--- src/rtl/order_ingress_arbiter_if.sv ---
// order_ingress_arbiter_if: CPU/exchange push side and downstream request side.
// Ports: cpu_in_* / exch_in_* push handshakes, cpu_* / exchange_* go requests, busy.
interface order_ingress_arbiter_if;
   logic        cpu_in_valid;
   logic        cpu_in_ready;
   logic [4:0]  cpu_in_id;
   logic [31:0] cpu_in_amount;
   logic        cpu_in_is_max;
   logic        exch_in_valid;
   logic        exch_in_ready;
   logic [4:0]  exch_in_id;
   logic [15:0] exch_in_amount;
   logic [4:0]  cpu_client_id;
   logic [31:0] cpu_amount;
   logic        cpu_new_max;
   logic        cpu_go;
   logic [4:0]  exchange_client_id;
   logic [15:0] exchange_amount;
   logic        exchange_go;
   logic        busy;

   modport slave (
      input  cpu_in_valid, cpu_in_id, cpu_in_amount, cpu_in_is_max,
      input  exch_in_valid, exch_in_id, exch_in_amount,
      output cpu_in_ready, exch_in_ready,
      output cpu_client_id, cpu_amount, cpu_new_max, cpu_go,
      output exchange_client_id, exchange_amount, exchange_go, busy
   );

   modport master (
      output cpu_in_valid, cpu_in_id, cpu_in_amount, cpu_in_is_max,
      output exch_in_valid, exch_in_id, exch_in_amount,
      input  cpu_in_ready, exch_in_ready,
      input  cpu_client_id, cpu_amount, cpu_new_max, cpu_go,
      input  exchange_client_id, exchange_amount, exchange_go, busy
   );
endinterface

--- src/rtl/order_ingress_arbiter.sv ---
// order_ingress_arbiter: buffers CPU and exchange requests in two FIFOs and
// issues one single-cycle go pulse at a time, followed by an idle gap.
// Ports: clk, HRESETn (async, active-low), bus (order_ingress_arbiter_if.slave).
module order_ingress_arbiter #(
   parameter int FIFO_DEPTH   = 4,
   parameter int GAP_CYCLES   = 2,
   parameter int STARVE_LIMIT = 3
) (
   input logic                          clk,
   input logic                          HRESETn,
   order_ingress_arbiter_if.slave       bus
);

   localparam int AW = $clog2(FIFO_DEPTH);
   localparam int PW = AW + 1;
   localparam int GW = (GAP_CYCLES > 1) ? $clog2(GAP_CYCLES) : 1;
   localparam int SW = (STARVE_LIMIT > 0) ? $clog2(STARVE_LIMIT + 1) : 1;

   typedef enum logic [1:0] {
      S_IDLE,
      S_ISSUE,
      S_GAP
   } state_t;

   logic [4:0]    r_cq_id  [FIFO_DEPTH];
   logic [31:0]   r_cq_amt [FIFO_DEPTH];
   logic          r_cq_max [FIFO_DEPTH];
   logic [4:0]    r_eq_id  [FIFO_DEPTH];
   logic [15:0]   r_eq_amt [FIFO_DEPTH];

   logic [PW-1:0] r_cwp, r_crp, r_ewp, r_erp;

   state_t        r_state;
   logic [GW-1:0] r_gap;
   logic [SW-1:0] r_starve;

   logic [4:0]    r_cpu_id;
   logic [31:0]   r_cpu_amt;
   logic          r_cpu_max;
   logic          r_cpu_go;
   logic [4:0]    r_ex_id;
   logic [15:0]   r_ex_amt;
   logic          r_ex_go;
   logic          r_busy;

   logic          w_c_empty, w_c_full, w_c_push;
   logic          w_e_empty, w_e_full, w_e_push;
   logic          w_pick_e, w_pick_c;

   // Extra pointer MSB separates full (MSBs differ) from empty (equal).
   assign w_c_empty = (r_cwp == r_crp);
   assign w_c_full  = (r_cwp[AW] != r_crp[AW]) &&
                      (r_cwp[AW-1:0] == r_crp[AW-1:0]);
   assign w_e_empty = (r_ewp == r_erp);
   assign w_e_full  = (r_ewp[AW] != r_erp[AW]) &&
                      (r_ewp[AW-1:0] == r_erp[AW-1:0]);

   assign w_c_push = bus.cpu_in_valid & ~w_c_full;
   assign w_e_push = bus.exch_in_valid & ~w_e_full;

   // Exchange wins unless a waiting CPU entry has hit the starvation limit.
   assign w_pick_e = (r_state == S_IDLE) & ~w_e_empty &
                     (w_c_empty | (r_starve < SW'(STARVE_LIMIT)));
   assign w_pick_c = (r_state == S_IDLE) & ~w_c_empty & ~w_pick_e;

   // Storage needs no reset; pointers alone define occupancy.
   always_ff @(posedge clk) begin
      if (w_c_push) begin
         r_cq_id[r_cwp[AW-1:0]]  <= bus.cpu_in_id;
         r_cq_amt[r_cwp[AW-1:0]] <= bus.cpu_in_amount;
         r_cq_max[r_cwp[AW-1:0]] <= bus.cpu_in_is_max;
      end
      if (w_e_push) begin
         r_eq_id[r_ewp[AW-1:0]]  <= bus.exch_in_id;
         r_eq_amt[r_ewp[AW-1:0]] <= bus.exch_in_amount;
      end
   end

   always_ff @(posedge clk or negedge HRESETn) begin
      if (!HRESETn) begin
         r_cwp <= '0;
         r_ewp <= '0;
      end else begin
         if (w_c_push) r_cwp <= r_cwp + 1'b1;
         if (w_e_push) r_ewp <= r_ewp + 1'b1;
      end
   end

   always_ff @(posedge clk or negedge HRESETn) begin
      if (!HRESETn) begin
         r_state   <= S_IDLE;
         r_gap     <= '0;
         r_starve  <= '0;
         r_crp     <= '0;
         r_erp     <= '0;
         r_cpu_id  <= '0;
         r_cpu_amt <= '0;
         r_cpu_max <= 1'b0;
         r_cpu_go  <= 1'b0;
         r_ex_id   <= '0;
         r_ex_amt  <= '0;
         r_ex_go   <= 1'b0;
         r_busy    <= 1'b0;
      end else begin
         unique case (r_state)
            S_IDLE: begin
               unique case (1'b1)
                  w_pick_e: begin
                     r_ex_id  <= r_eq_id[r_erp[AW-1:0]];
                     r_ex_amt <= r_eq_amt[r_erp[AW-1:0]];
                     r_erp    <= r_erp + 1'b1;
                     r_ex_go  <= 1'b1;
                     r_busy   <= 1'b1;
                     r_state  <= S_ISSUE;
                     if (w_c_empty)
                        r_starve <= '0;
                     else if (r_starve != SW'(STARVE_LIMIT))
                        r_starve <= r_starve + 1'b1;
                  end
                  w_pick_c: begin
                     r_cpu_id  <= r_cq_id[r_crp[AW-1:0]];
                     r_cpu_amt <= r_cq_amt[r_crp[AW-1:0]];
                     r_cpu_max <= r_cq_max[r_crp[AW-1:0]];
                     r_crp     <= r_crp + 1'b1;
                     r_cpu_go  <= 1'b1;
                     r_busy    <= 1'b1;
                     r_starve  <= '0;
                     r_state   <= S_ISSUE;
                  end
                  default: ;
               endcase
            end
            S_ISSUE: begin
               r_cpu_go <= 1'b0;
               r_ex_go  <= 1'b0;
               r_gap    <= GW'(GAP_CYCLES - 1);
               r_state  <= S_GAP;
            end
            S_GAP: begin
               if (r_gap == '0) begin
                  r_busy  <= 1'b0;
                  r_state <= S_IDLE;
               end else begin
                  r_gap <= r_gap - 1'b1;
               end
            end
            default: r_state <= S_IDLE;
         endcase
      end
   end

   assign bus.cpu_in_ready       = ~w_c_full;
   assign bus.exch_in_ready      = ~w_e_full;
   assign bus.cpu_client_id      = r_cpu_id;
   assign bus.cpu_amount         = r_cpu_amt;
   assign bus.cpu_new_max        = r_cpu_max;
   assign bus.cpu_go             = r_cpu_go;
   assign bus.exchange_client_id = r_ex_id;
   assign bus.exchange_amount    = r_ex_amt;
   assign bus.exchange_go        = r_ex_go;
   assign bus.busy               = r_busy;

endmodule

--- src/flat_wrapper.sv ---
// flat-port wrapper written by rule: the top's interface ports become plain ports
module order_ingress_arbiter_flat 
#(
   parameter int FIFO_DEPTH   = 4,
   parameter int GAP_CYCLES   = 2,
   parameter int STARVE_LIMIT = 3
)
  (clk, HRESETn, bus_cpu_in_valid, bus_cpu_in_id, bus_cpu_in_amount, bus_cpu_in_is_max, bus_exch_in_valid, bus_exch_in_id, bus_exch_in_amount, bus_cpu_in_ready, bus_exch_in_ready, bus_cpu_client_id, bus_cpu_amount, bus_cpu_new_max, bus_cpu_go, bus_exchange_client_id, bus_exchange_amount, bus_exchange_go, bus_busy);
  order_ingress_arbiter_if bus_i ();
  input logic clk;
  input logic HRESETn;
  input wire logic [$bits(bus_i.cpu_in_valid)-1:0] bus_cpu_in_valid;
  input wire logic [$bits(bus_i.cpu_in_id)-1:0] bus_cpu_in_id;
  input wire logic [$bits(bus_i.cpu_in_amount)-1:0] bus_cpu_in_amount;
  input wire logic [$bits(bus_i.cpu_in_is_max)-1:0] bus_cpu_in_is_max;
  input wire logic [$bits(bus_i.exch_in_valid)-1:0] bus_exch_in_valid;
  input wire logic [$bits(bus_i.exch_in_id)-1:0] bus_exch_in_id;
  input wire logic [$bits(bus_i.exch_in_amount)-1:0] bus_exch_in_amount;
  output wire logic [$bits(bus_i.cpu_in_ready)-1:0] bus_cpu_in_ready;
  output wire logic [$bits(bus_i.exch_in_ready)-1:0] bus_exch_in_ready;
  output wire logic [$bits(bus_i.cpu_client_id)-1:0] bus_cpu_client_id;
  output wire logic [$bits(bus_i.cpu_amount)-1:0] bus_cpu_amount;
  output wire logic [$bits(bus_i.cpu_new_max)-1:0] bus_cpu_new_max;
  output wire logic [$bits(bus_i.cpu_go)-1:0] bus_cpu_go;
  output wire logic [$bits(bus_i.exchange_client_id)-1:0] bus_exchange_client_id;
  output wire logic [$bits(bus_i.exchange_amount)-1:0] bus_exchange_amount;
  output wire logic [$bits(bus_i.exchange_go)-1:0] bus_exchange_go;
  output wire logic [$bits(bus_i.busy)-1:0] bus_busy;
  assign bus_i.cpu_in_valid = bus_cpu_in_valid;
  assign bus_i.cpu_in_id = bus_cpu_in_id;
  assign bus_i.cpu_in_amount = bus_cpu_in_amount;
  assign bus_i.cpu_in_is_max = bus_cpu_in_is_max;
  assign bus_i.exch_in_valid = bus_exch_in_valid;
  assign bus_i.exch_in_id = bus_exch_in_id;
  assign bus_i.exch_in_amount = bus_exch_in_amount;
  assign bus_cpu_in_ready = bus_i.cpu_in_ready;
  assign bus_exch_in_ready = bus_i.exch_in_ready;
  assign bus_cpu_client_id = bus_i.cpu_client_id;
  assign bus_cpu_amount = bus_i.cpu_amount;
  assign bus_cpu_new_max = bus_i.cpu_new_max;
  assign bus_cpu_go = bus_i.cpu_go;
  assign bus_exchange_client_id = bus_i.exchange_client_id;
  assign bus_exchange_amount = bus_i.exchange_amount;
  assign bus_exchange_go = bus_i.exchange_go;
  assign bus_busy = bus_i.busy;
  order_ingress_arbiter #(.FIFO_DEPTH(FIFO_DEPTH), .GAP_CYCLES(GAP_CYCLES), .STARVE_LIMIT(STARVE_LIMIT)) u_core (.clk(clk), .HRESETn(HRESETn), .bus(bus_i));
endmodule
--- config.mk ---
export PLATFORM = sky130hd
export DESIGN_NAME = order_ingress_arbiter_flat
export DESIGN_NICKNAME = d
export VERILOG_FILES = /design/src/rtl/order_ingress_arbiter_if.sv /design/src/rtl/order_ingress_arbiter.sv /design/src/flat_wrapper.sv
export SDC_FILE = /design/constraint.sdc
export NUM_CORES = 1
export LEC_CHECK = 0
export CORE_ASPECT_RATIO = 1.25
export CORE_MARGIN = 2
export CORE_UTILIZATION = 56
export DETAILED_ROUTE_END_ITERATION = 7
export GPL_TIMING_DRIVEN = 0
export HOLD_SLACK_MARGIN = 0.02
export PLACE_DENSITY_LB_ADDON = 0.05
export SLEW_MARGIN = 20
export SYNTH_ARGS = -nofsm -noshare
export SYNTH_HDL_FRONTEND = slang
export SYNTH_SLANG_ARGS = --single-unit
--- constraint.sdc ---
create_clock -name clk -period 3.1 [get_ports clk]
set_clock_uncertainty 0.2 [all_clocks]
set_input_delay 0.31 -clock clk [delete_from_list [all_inputs] [get_ports clk]]
set_output_delay 0.31 -clock clk [all_outputs]
set_load 0.05 [all_outputs]
==> impl_metrics.ini, run 1 <==
[worst_setup_path]
path_buf_inv = 3
critPathArrivalTime_ns = 2.43
cp_top_family = buffers and inverters
cpPeakStageDelay_ns = 0.75
path_cells = buf_2 -> buf_4 -> xnor2_1 -> nand3_1 -> clkdlybuf4s50_1
cp_max_fo = 10
cp-end-kind = output port
critical_path_class = reg2out
cpMaxStageDelayCell = clkdlybuf4s50_1
cp.required_ns = 2.59
cp-start-kind = flop

[logic_synthesis]
synth_seq_cells = 315
yosys.area.top_type = edfxtp_1
synthCells = 552
seq_area_frac_synth = 0.759
yosysWarnings = 0
syn_nets = 629
ys_types = 35
netlist_area_sq_um = 11900
synthTopCellsByArea = edfxtp_1 (59%), dfrtp_1 (17%), mux4_2 (11%), mux2_1 (3.0%), mux2_2 (2.8%)
synth_top_area_share = 0.593
syn_avg_cell_area_sq_um = 21.6

[drt]
totalWireLength_um = 21300
routedWlPerCell_um = 21.1
drtIter0Drc = 289
drtPass1Iterations = 4
vias_per_cell = 5.59
drtAntennaViolNets = 0
num_vias = 5645
drc = 0

[floorplanning]
rows = 59
die_h_um = 167
die_x_um = 135
die_area_sq_um = 22500
core_sq_um = 20900
start_util = 0.572
pin_count = 127

[timing]
setup_viol_count_final = 0
max_freq_mhz = 340
tightest_slew_ns = 0.718
fin_crit_sh = 0.947
min_period_ns = 2.94
rsz0062_at_grt = no
slew_headroom = 0.522
hold_viol = 0
final_max_slew_viol_count = 0

[clocking]
path_clk_slew_ns = 0.07
cts-resized-gates = 0
cts-root-buf = clkbuf_16
post-cts-setup-buffers = 0
clockBufferDepth = 3
cts_sinks = 315
cts_hold_buffers = 1
cts_made_buffers = 29
cts_tree = done
htree_levels = 1
clkLatencyLatePin_ns = 0.53

[job]
max_cap_viol_count = 0

[placement]
place_congestion = 0.739
numPortBuffers = 126
hpwlAfterDp_um = 13200
detailed_place.area_sq_um = 13600

[layout]
layout.cells.most_common = edfxtp_1
postLayoutCellArea_sq_um = 14600
mostFrequentLayoutCells = edfxtp_1 (236), clkdlybuf4s50_1 (125), dfrtp_1 (79)
post-route-util = 0.700
antennaDiodeCount = 0
drive_gt1_frac = 0.231
area_growth_pct = 22.4
fin_nets = 791

[min_path]
min_path_type = in2async

[run_status]
status = finished clean

[grt]
overflow = 0
grt_pass1_vias = 6293
grt_util_all_layers = 0.198
antenna_found_initial = 0
grt_max_degree = 53
grt_pass1_wl_um = 34000

[power]
p_per_area_nw_per_um2 = 1120
ir_drop_uv = 707
p_leak_uw = 0.00517
[state kept, by name (all words and copies together) (netlist names)]
register	count
u_core.bus.cpu_client_id	5
u_core.r_cwp	3
u_core.bus.cpu_new_max	1
u_core.r_cq_max	4
u_core.r_starve	2
u_core.bus.exchange_amount	16
u_core.r_crp	3
u_core.bus.exchange_go	1
u_core.r_cq_amt	128
u_core.bus.cpu_go	1
u_core.r_gap	1
u_core.r_eq_id	20
u_core.r_erp	3
u_core.bus.cpu_amount	32
u_core.r_ewp	3
u_core.r_eq_amt	64
u_core.bus.busy	1
u_core.bus.exchange_client_id	5
u_core.r_state	2
u_core.r_cq_id	20
[worst register-to-register path, delay by kind of cell (launching register included)]
| kind | cells | cell delay [ns] |
|---|---|---|
| buffers and inverters | 3 | 0.65 |
| AND/OR/NAND/NOR | 1 | 0.60 |
| AO/OA/AOI/OAI | 1 | 0.45 |
| flip-flops | 1 | 0.38 |
| XOR/XNOR | 1 | 0.17 |
[per-stage QoR]
| step | setup TNS [ns] | hold slack [ns] | power (uW) | std cells | worst slack [ns] |
|---|---|---|---|---|---|
| 6_report | 0 | 0.0434 | 16300 | 1010 | 0.163 |
| 5_1_grt | 0 | 0.0486 | 17100 | 1010 | 0.00233 |
| 4_1_cts | 0 | 0.0403 | 16600 | 1010 | 0.123 |
| 3_5_place_dp | 0 | 0.0254 | 13000 | 956 | 0.320 |
| 3_3_place_gp | -239.15 | 0.267 | 12700 | 952 | -1.95 |
| 2_1_floorplan | 0 | -0.186 | 10900 | 552 | 0.291 |
[where the power goes]
part | switching, uW | internal [uW] | total [uW]
Sequential | 489 | 5880 | 6370
Combinational | 3740 | 2680 | 6430
Clock | 1430 | 2090 | 3520
Total | 5670 | 10600 | 16300
[cell families after synthesis]
logic type,Yosys count,share of synthesized area
multiplexers,123,0.171
XOR/XNOR,17,0.0137
AO/OA/AOI/OAI,19,0.0107
buffers and inverters,37,0.0170
AND/OR/NAND/NOR,27,0.0136
adder cells (fa/ha/maj),14,0.0147
flip-flops,315,0.759
[layout make-up]
type | instances | area, sq um
inverter | 13 | 48.8
fill | 1307 | 6270
timing repair buffer | 131 | 1360
clock buffer | 40 | 817
sequential | 315 | 9060
clock inverter | 13 | 145
tap | 274 | 343
multi-input combinational | 200 | 2690
buffer | 24 | 154
[final timing paths]
| path | from | end | slack (ns) | cells past startpoint |
|---|---|---|---|---|
| setup reg to reg | u_core.r_crp[0]$_DFFE_PN0P_ | u_core.r_cq_id[2][2]$_DFFE_PP_ | 0.33 | 6 |
| hold / removal | HRESETn | u_core.bus.exchange_amount[5]$_DFFE_PN0P_ | 0.04 | 2 |
| min in group clk | bus_cpu_in_amount[6] | u_core.r_cq_amt[2][6]$_DFFE_PP_ | 0.21 | 1 |
| hold reg to reg | u_core.bus.cpu_amount[28]$_DFFE_PN0P_ | u_core.bus.cpu_amount[28]$_DFFE_PN0P_ | 0.29 | 1 |
| max in group asynchronous | HRESETn | u_core.bus.cpu_amount[17]$_DFFE_PN0P_ | 2.06 | 3 |
| setup / recovery | u_core.r_crp[0]$_DFFE_PN0P_ | bus_cpu_in_ready | 0.16 | 5 |
[routing by layer]
layer / global-route usage / up-vias / wire length [um]
li1: - / 2510 / -
met1: 0.245 / 2969 / 8210
met2: 0.362 / 142 / 11700
met3: 0.0327 / 24 / 1030
met4: 0.0540 / 0 / 330
met5: 0 / - / 0
[cell usage after synthesis]
library cell	instances
dfrtp_1	79
buf_1	1
o31ai_1	1
a211o_1	1
o311ai_0	1
clkbuf_1	6
inv_1	13
mux2_2	30
a31oi_1	4
nor3_4	1
o21ai_0	3
ha_1	14
o22a_1	1
xor2_1	9
mux2i_1	2
xnor2_2	2
a21oi_1	4
buf_2	9
mux2_1	32
nand4_1	1
o22ai_1	2
o2bb2ai_1	1
and3_1	1
a31oi_2	1
mux4_2	59
xnor2_1	6
nand2_1	5
and2_1	11
edfxtp_1	236
nor3_2	1
nand3_1	4
nor3_1	2
buf_6	6
or3_1	1
buf_4	2
Note: power is estimated with default switching activity, not from simulation.
==> inputs of run 2 (changes only) <==
--- a/config.mk
+++ b/config.mk
@@ -11,7 +11,8 @@
 export DETAILED_ROUTE_END_ITERATION = 7
 export GPL_TIMING_DRIVEN = 0
 export HOLD_SLACK_MARGIN = 0.02
-export PLACE_DENSITY_LB_ADDON = 0.05
+export PLACE_DENSITY = 0.79
+export REMOVE_ABC_BUFFERS = 1
 export SLEW_MARGIN = 20
 export SYNTH_ARGS = -nofsm -noshare
 export SYNTH_HDL_FRONTEND = slang
==> impl_metrics.ini, run 2 (same netlist as run 1, synthesis figures left out) <==
[timing]
whs_ns = 0.0542
max_freq_mhz = 357
min_period_ns = 2.80
hold_viol = 0
rsz0062_at_grt = no
final_max_slew_viol_count = 0
slew_headroom = 0.553
tightest_slew_ns = 0.670
fin_crit_sh = 0.904
setup_viol_count_final = 0
tns_ns = 0

[clocking]
cts_sinks = 315
cts-root-buf = clkbuf_16
path_clk_slew_ns = 0.06
htree_levels = 1
clockBufferDepth = 3
cts_tree = done
cts_made_buffers = 29
clkLatencyLatePin_ns = 0.54
post-cts-setup-buffers = 0

[placement]
numPortBuffers = 126
hpwlAfterDp_um = 13600
place_congestion = 0.711
placed_cells = 939

[floorplanning]
rows = 59
start_util = 0.572
die_h_um = 167
die_area_sq_um = 22500
die_x_um = 135
pin_count = 127
core_sq_um = 20900

[worst_setup_path]
cp.required_ns = 3.32
startpoint = u_core.r_erp[0]$_DFFE_PN0P_
timing.rr.start = u_core.r_erp[0]$_DFFE_PN0P_
cp_max_fo = 14
cp-end-kind = flop
critical_path_class = reg2reg
cp-start-kind = flop
critPathArrivalTime_ns = 3.02

[layout]
drive_gt1_frac = 0.229
layout.cells.non_filler = 994
largest_register_ffs = 128
mostFrequentLayoutCells = edfxtp_1 (236), clkdlybuf4s50_1 (124), dfrtp_1 (75)
antennaDiodeCount = 0
fin_nets = 774
area_growth_pct = 22.9
layout.cells.most_common = edfxtp_1

[power]
p_leak_uw = 0.00517
power_uw = 16500
ir_drop_uv = 716
p_per_area_nw_per_um2 = 1120

[drt]
drtIter0Drc = 295
routedWlPerCell_um = 21.6
drc = 0
num_vias = 5571
drtAntennaViolNets = 0
totalWireLength_um = 21500
drtPass1Iterations = 4
vias_per_cell = 5.60

[grt]
grt_util_all_layers = 0.202
grt_pass1_wl_um = 34600
grt_max_degree = 45
antenna_found_initial = 0
overflow = 0
grt_pass1_vias = 6192

[job]
max_cap_viol_count = 0

[min_path]
min_path_type = in2async

[run_status]
status = finished clean
## run 2: cell types whose count changed in the layout (fill, tap and decap cells not counted), sizes merged, moves of 2 or more
cell and delta:
clkinv -2, clkbuf -6, buf -11, bufinv +2
## run 2: worst paths after layout
check / to / slack, ns / cells after the start
worst min register to register: u_core.bus.cpu_amount[29]$_DFFE_PN0P_ / 0.28 / 1
worst max register to register: u_core.bus.cpu_amount[7]$_DFFE_PN0P_ / 0.30 / 7
max in group asynchronous: u_core.r_crp[1]$_DFFE_PN0P_ / 2.03 / 3
min in group clk: u_core.r_eq_id[3][0]$_DFFE_PP_ / 0.20 / 1
worst max-delay path: u_core.bus.cpu_amount[7]$_DFFE_PN0P_ / 0.30 / 7
worst min-delay path: u_core.bus.exchange_client_id[2]$_DFFE_PN0P_ / 0.05 / 2
## run 2: power by group
part	internal (uW)	switching [uW]	total [uW]	leakage (uW)
clock	2260	1450	3710	0.000501
sequential	5890	681	6570	0.00309
combinational	2680	3550	6240	0.00157
## run 2: area by class of cell
type	count	area, sq um
Sequential cell	315	9070
Tap cell	274	343
Clock inverter	14	204
Inverter	13	48.8
Timing Repair Buffer	138	1510
Clock buffer	40	817
Multi-Input combinational cell	200	2690
Fill cell	1262	6210
## run 2: worst max-delay path, cell delays in order, from the launching register on
cell,delay [ns]
dfrtp_2,0.55
buf_16,0.23
xnor2_2,0.27
a31oi_2,0.18
nor3_4,0.46
buf_8,0.26
buf_8,0.17
mux2_2,0.34
## run 2: per-stage QoR
stage,setup slack [ns],utilization,area (sq um)
final,0.296,0.703,14700
after global routing,0.0986,0.703,14700
after CTS,0.0632,0.703,14700
after detailed placement,-0.428,0.653,13600
after global placement,-2.43,0.641,13400
after floorplan,-0.877,-,11800
## run 2: layer usage
metal,global-route usage,vias up,share of wire
li1,-,2486,-
met1,0.247,2899,0.38
met2,0.366,157,0.54
met3,0.0490,29,0.066
met4,0.0435,0,0.016
met5,0,-,0
## run 2: repair_timing
item,in CTS,in global routing
gates resized for setup,3,1
endpoints found under the setup margin,101,1
endpoints found under the hold margin,79,0
hold buffers,1,0
cloned,0,0
